==> src/rtl/uart_pkg.sv <==
// Shared definitions for the UART frame decoder: FSM encoding, default
// start-of-frame marker and the checksum width rule.
package uart_pkg;

  typedef enum logic [3:0] {
    HUNT = 4'b0001,
    LEN  = 4'b0010,
    DATA = 4'b0100,
    CSUM = 4'b1000
  } frame_state_e;

  localparam logic [7:0] SOF_DEFAULT = 8'hA5;

  // The running checksum is exactly one data word wide and wraps modulo 2^width.
  function automatic int csum_width(input int dlen);
    return dlen;
  endfunction

endpackage

==> src/rtl/uart_frame_rx.sv <==
// Frame decoder behind the UART receiver: hunts for SOF, parses LEN, payload
// and CSUM, and streams the payload out with tlast/tuser and status pulses.
module uart_frame_rx
  import uart_pkg::*;
#(
  parameter int              DLEN = 8,
  parameter logic [DLEN-1:0] SOF  = DLEN'(SOF_DEFAULT)
) (
  input  logic            clk,
  input  logic            rstn,
  input  logic            i_tvalid,
  output logic            o_tready,
  input  logic [DLEN-1:0] i_tdata,
  output logic            o_tvalid,
  input  logic            i_tready,
  output logic [DLEN-1:0] o_tdata,
  output logic            o_tlast,
  output logic            o_tuser,
  output logic            o_frame_ok,
  output logic            o_frame_err
);

  localparam int CW = csum_width(DLEN);

  frame_state_e    state_q;
  logic [DLEN-1:0] hold_q;
  logic            hold_vld_q;
  logic [CW-1:0]   sum_q;
  logic [CW-1:0]   sum_d;
  logic [7:0]      count_q;
  logic            o_tvalid_q;
  logic [DLEN-1:0] o_tdata_q;
  logic            o_tlast_q;
  logic            o_tuser_q;
  logic            frame_ok_q;
  logic            frame_err_q;
  logic            slot_free_s;
  logic            in_xfer_s;

  // Acceptance depends only on state, hold occupancy and output-slot availability.
  always_comb begin
    slot_free_s = !o_tvalid_q || i_tready;
    case (state_q)
      HUNT:    o_tready = 1'b1;
      LEN:     o_tready = 1'b1;
      DATA:    o_tready = !hold_vld_q || slot_free_s;
      CSUM:    o_tready = slot_free_s;
      default: o_tready = 1'b0;
    endcase
    in_xfer_s = i_tvalid && o_tready;
    sum_d     = sum_q + CW'(i_tdata);
  end

  // Frame parser, hold register and output register.
  always_ff @(posedge clk) begin
    if (!rstn) begin
      state_q     <= HUNT;
      hold_q      <= '0;
      hold_vld_q  <= 1'b0;
      sum_q       <= '0;
      count_q     <= 8'd0;
      o_tvalid_q  <= 1'b0;
      o_tdata_q   <= '0;
      o_tlast_q   <= 1'b0;
      o_tuser_q   <= 1'b0;
      frame_ok_q  <= 1'b0;
      frame_err_q <= 1'b0;
    end else begin
      frame_ok_q  <= 1'b0;
      frame_err_q <= 1'b0;
      if (o_tvalid_q && i_tready) begin
        o_tvalid_q <= 1'b0;
      end
      if (in_xfer_s) begin
        case (state_q)
          HUNT: begin
            if (i_tdata == SOF) begin
              state_q <= LEN;
            end
          end
          LEN: begin
            if (i_tdata == '0) begin
              frame_err_q <= 1'b1;
              state_q     <= HUNT;
            end else begin
              count_q <= 8'(i_tdata);
              sum_q   <= CW'(i_tdata);
              state_q <= DATA;
            end
          end
          DATA: begin
            sum_q   <= sum_d;
            count_q <= count_q - 8'd1;
            // The previous payload byte is now known not to be the last one.
            if (hold_vld_q) begin
              o_tvalid_q <= 1'b1;
              o_tdata_q  <= hold_q;
              o_tlast_q  <= 1'b0;
              o_tuser_q  <= 1'b0;
            end
            hold_q     <= i_tdata;
            hold_vld_q <= 1'b1;
            if (count_q == 8'd1) begin
              state_q <= CSUM;
            end
          end
          CSUM: begin
            o_tvalid_q  <= 1'b1;
            o_tdata_q   <= hold_q;
            o_tlast_q   <= 1'b1;
            o_tuser_q   <= (sum_d != '0);
            hold_vld_q  <= 1'b0;
            frame_ok_q  <= (sum_d == '0);
            frame_err_q <= (sum_d != '0);
            state_q     <= HUNT;
          end
          default: begin
            state_q    <= HUNT;
            hold_vld_q <= 1'b0;
          end
        endcase
      end
    end
  end

  assign o_tvalid    = o_tvalid_q;
  assign o_tdata     = o_tdata_q;
  assign o_tlast     = o_tlast_q;
  assign o_tuser     = o_tuser_q;
  assign o_frame_ok  = frame_ok_q;
  assign o_frame_err = frame_err_q;

endmodule

==> config.mk <==
export PLATFORM = sky130hd
export DESIGN_NAME = uart_frame_rx
export DESIGN_NICKNAME = d
export VERILOG_FILES = /design/src/rtl/uart_pkg.sv /design/src/rtl/uart_frame_rx.sv
export SDC_FILE = /design/constraint.sdc
export NUM_CORES = 1
export LEC_CHECK = 0
export ABC_AREA = 1
export CAP_MARGIN = 30
export CORE_MARGIN = 3
export CORE_UTILIZATION = 49
export CTS_CLUSTER_DIAMETER = 50
export DETAILED_ROUTE_END_ITERATION = 8
export PLACE_DENSITY_LB_ADDON = 0.08
export SLEW_MARGIN = 20
export SYNTH_ARGS = -nofsm -noshare
export SYNTH_HDL_FRONTEND = slang
export SYNTH_SLANG_ARGS = --single-unit
==> constraint.sdc <==
create_clock -name clk -period 2.85 [get_ports clk]
set_clock_uncertainty 0.05 [all_clocks]
set_input_delay 0.285 -clock clk [delete_from_list [all_inputs] [get_ports clk]]
set_output_delay 0.285 -clock clk [all_outputs]
set_load 0.005 [all_outputs]
# Yosys cells after proc, flatten, opt, wreduce, memory -nomap -nowiden
# Cells that the tools add are included.
# W data, S select, Z words.
[totals] input_bits=12 wordCells=63 register_bits=42
[classes] addsub=2 n_mux=20 n_reduce_logical=19 bitwise=1 eq_ne=10
[op_table] operator="$pmux W8 S2" n=3
[op_table] operator="$logic_not A8 Y1" n=2
[op_table] operator="$mux W8" n=2
[op_table] operator="$pmux W4 S3" n=1
[op_table] operator="$reduce_and A3 Y1" n=4
[op_table] operator="$pmux W1 S2" n=5
[op_table] operator="$add A8 B8 Y8" n=1
[op_table] operator="$eq A8 B1 Y1 const B" n=1
[op_table] operator="$eq A8 B8 Y1 const B" n=1
[op_table] operator="$mux W4" n=2
[op_table] operator="$ne A2 B2 Y1 const B" n=4
[op_table] operator="$reduce_bool A8 Y1" n=1
[op_table] operator="$sub A8 B1 Y8 const B" n=1
[op_table] operator="$reduce_and A2 Y1" n=3
[op_table] operator="$mux W1" n=5
[op_table] operator="$eq A4 B1 Y1 const B" n=1
[op_table] operator="$eq A4 B2 Y1 const B" n=1
[op_table] operator="$eq A4 B3 Y1 const B" n=1
[op_table] operator="$eq A4 B4 Y1 const B" n=1
[op_table] operator="$reduce_bool A2 Y1" n=2
[op_table] operator="$mux W3" n=1
[op_table] operator="$pmux W1 S3" n=1
[op_table] operator="$logic_and A1 B1 Y1" n=2
[op_table] operator="$logic_not A1 Y1" n=2
[op_table] operator="other kinds (3)" n=4

# Depth between registers and ports, before layout
[depth] ltp_word=6 depth_mapped=12

# Worst setup path before layout
# Ideal clock, no wire load.
[synth_path] path_type="input to register" from="in i_tdata[0]" to="reg o_tuser_q, in the netlist o_tuser" path_stages=12 slack_ps=1157 t_arrival_ps=1523 cell_sequence="ha_1 fa_1 nand2_1 nand2_1 nand3_1 nand2_1 nand2_1 nand2_1 nor2_1 nand2_1 nand2_1 a21oi_1"
[synth_between] elab_chain_cells=3
[synth_lines] item="start: declaration" line_no="uart_frame_rx.sv:13" text="input logic [DLEN-1:0] i_tdata,"
[synth_lines] item="$add A8 B8 Y8" line_no="uart_frame_rx.sv:51" text="sum_d = sum_q + CW'(i_tdata);"
[synth_lines] item="$reduce_bool A8 Y1" line_no="uart_frame_rx.sv:111" text="o_tuser_q <= (sum_d != '0);"
[synth_lines] item="$pmux W1 S2" line_no="uart_frame_rx.sv:75" text="case (state_q)"
[synth_lines] item="end signal: assignment" line_no="uart_frame_rx.sv:111"
[synth_lines] item="end: declaration" line_no="uart_frame_rx.sv:34" text="logic o_tuser_q;"
# Every way passes these cells.
# A chain may end at the register's enable or synchronous reset.

# Final worst setup path
[layout_path] from="reg state_q[1]" to="out o_tready"
[layout_between] elab_chain_cells=3 word_cells_on_any_way=6 classes_between="eq/ne (4); mux (1); reduce/logical (1)"
[layout_lines] item="start: declaration" line_no="uart_frame_rx.sv:25" text="frame_state_e state_q;"
[layout_lines] item="start signal: assignment" line_no="uart_frame_rx.sv:57" text="state_q <= HUNT;"
[layout_lines] item="start signal: assignment" line_no="uart_frame_rx.sv:78" text="state_q <= LEN;"
[layout_lines] item="start signal: assignment" line_no="uart_frame_rx.sv:84" text="state_q <= HUNT;"
[layout_lines] item="$eq A4 B2 Y1 or $eq A4 B1 Y1 (tied branches)" line_no="uart_frame_rx.sv:43" text="case (state_q)"
[layout_lines] item="$reduce_or A2 Y1 (no source line)"
[layout_lines] item="$pmux W1 S3 (*)" line_no="uart_frame_rx.sv:43"
[layout_lines] item="end: declaration" line_no="uart_frame_rx.sv:12" text="output logic o_tready,"
# Mark *: on every way between the ends. The rest lies on a longest branch, timed or not.

==> results.toml <==
[grt]
gr-total-overflow = 0
grt_pass1_vias = 2191
grt_pass1_wl_mm = 9.94
grt_max_degree = 24
grt_usage_pct = 20.4
antenna_found_initial = 0

[worst_setup_path]
cp-start-kind = "flop"
cp_max_fo = 4
cp-end-kind = "output port"
worst-r2r-cell-count = 11
critical_path_arrival_ns = 1.89
critPathKind = "reg -> out"
crit_slowest_cell = "clkdlybuf4s50_1"
crit_path_max_incr_delay_ns = 0.50
cp_cell_sequence = "inv_1 -> nor3_1 -> nor2_2 -> nand3_4 -> clkdlybuf4s50_1"
worstPathRequired_ns = 2.52

[logic_synthesis]
syn_area_um2 = 2520
synth_cells = 397
synthFlopType = "dfxtp_1"
ys.warnings.count = 0
synth_edf_count = 0
synth_area_per_cell_um2 = 6.34
async_flop_share_pct = 0
synth.net_count = 419
synth_cell_types = 29
yosysSeqAreaShare_pct = 33.4
synth_seq_cells = 42

[die]
initial_core_util_pct = 51.9
dieHeight_um = 77.7
die_width_um = 77.7
core_area_um2 = 4850
boundaryPins = 26
row_count = 25
die-area_um2 = 6030

[clock_tree]
clock-root-buffer = "clkbuf_8"
clk_path_buf_depth = 2
htree_num_levels = 2
cts_tree = "yes"
cts_setup_buffers = 0
numCtsBuffers = 5
cts_resized = 0
clkSinkCount = 42
cts.clk_slew.worst_paths_ns = 0.08
cts_hold_buf = 0
clk_latency_ns = 0.30

[placed_design]
dpl_cell_area_um2 = 2790
dpl.hpwl_mm = 4.18
io_buffers = 25
place_inst = 480
place_ws_ns = 0.460
gp_congestion = 0.865

[sta]
rsz0062_at_grt = "false"
timing.final.crit_share_pct = 78.1
final.setup.worst_slack_ns = 0.623
period_minus_slack_ns = 2.23
fmax_mhz = 449
setup_violations = 0
whs_ns = 0.416
tns_ns = 0
hold_viol_final = 0
finalMaxSlewViolations = 0
slew_headroom_pct = 71.9
tightest_slew_ns = 0.418

[power]
pwr_density_cell_nw_per_um2 = 605
finalPower_mw = 1.75
p_leak_nw = 1.38
ir_worst_vdd_v = 0.000382

[detailed_routing]
vias = 2398
drc_errors = 0
vias_per_cell = 4.91
wl_mm = 5.60
firstDrtPassIters = 4
drtIter0Drc = 171
antenna_left = 0
route.detailed.wl_per_inst_um = 11.5

[finish]
multi_input_area_um2 = 1390
regArea_um2 = 841
fin_util_pct = 59.8
fillCellCount = 490
final_nets = 442
final_cell_area_um2 = 2900
syn_to_final_growth_pct = 15.2
instances_no_fill = 488
diodes = 0
final_layout_size_suffix_gt1_share_pct = 6.41

[worst_hold_path]
hold_path.class = "reg -> reg"
hold_path_depth = 2

[outcome]
status = "complete, no violations"

[job]
cap_violations = 0
power breakdown:
part           switching, mW  total (mW)  internal (mW)  leakage [nW]
Clock                  0.211       0.469          0.258        0.0579
Sequential            0.0359       0.668          0.632         0.339
Combinational          0.399       0.616          0.217         0.982
layout by cell type, fill, tap and decap left out, drive strengths merged:
cell type      count
nand3             22
nand3b             5
a31oi              1
clkbuf             5
inv               52
xnor2              2
buf                3
nand2            131
a21boi             1
o21a               1
fa                 1
nor2              69
bufinv             1
clkinv             3
or2                1
nand4              4
clkdlybuf4s50     25
ha                 9
a21oi             18
xor2               1
nor3               6
dfxtp             42
o21ai             18
flip-flops by register name, indices dropped and copies added (netlist names):
register     count
o_tdata          8
hold_q           8
count_q          8
o_tlast          1
o_frame_ok       1
hold_vld_q       1
o_tuser          1
state_q          4
o_tvalid         1
o_frame_err      1
sum_q            8
Yosys cell counts, types with 4 or more instances:
master    count  area [µm²]
nand2_1     129         484
nor2_1       64         240
inv_1        48         180
dfxtp_1      42         841
nand3_1      21         105
a21oi_1      18        90.1
o21ai_0      18        90.1
ha_1          9         113
buf_2         7        35.0
nand3b_1      5        37.5
buf_6         4        45.0
nand4_1       4        25.0
final timing paths:
path	start	endpoint	slack, ns
hold reg to reg	o_tdata[3]$_SDFFE_PN0P_	o_tdata[3]$_SDFFE_PN0P_	0.42
setup / recovery	state_q[1]$_SDFFE_PN0P_	o_tready	0.62
setup reg to reg	state_q[1]$_SDFFE_PN0P_	o_tdata[2]$_SDFFE_PN0P_	0.77
hold / removal	o_tdata[3]$_SDFFE_PN0P_	o_tdata[3]$_SDFFE_PN0P_	0.42
area by class of cell:
type	count	share of cell area (%)
multi-input cells	290	48.0
flip-flops and latches	42	29.0
repair buffers	28	9.41
inverters	53	6.95
well taps	67	2.89
clock buffers	5	2.37
clock inverters	3	1.38
critical path: cells and delay by family (launching register included):
family                 cells  cell delay (ns)
buffers and inverters      2             0.57
DFF                        1             0.40
and+or+nand+nor            3             0.63
logic make-up after synthesis:
logic type / after synthesis / share of synthesized area (%)
simple gates: 238 / 40.9
buf+inv: 65 / 11.3
flops: 42 / 33.4
compound gates: 39 / 8.01
fa+ha+maj: 10 / 5.27
xor+xnor: 3 / 1.04
metal layers:
| metal | global-route usage (%) | share of wire [%] | wire [µm] |
|---|---|---|---|
| met1 | 27.5 | 48 | 2700 |
| met4 | 6.41 | 1.2 | 67 |
| met2 | 32.2 | 47 | 2640 |
| met3 | 4.99 | 3.4 | 191 |
| met5 | 0 | 0 | 0 |
Power figures use the tool's default switching activity.
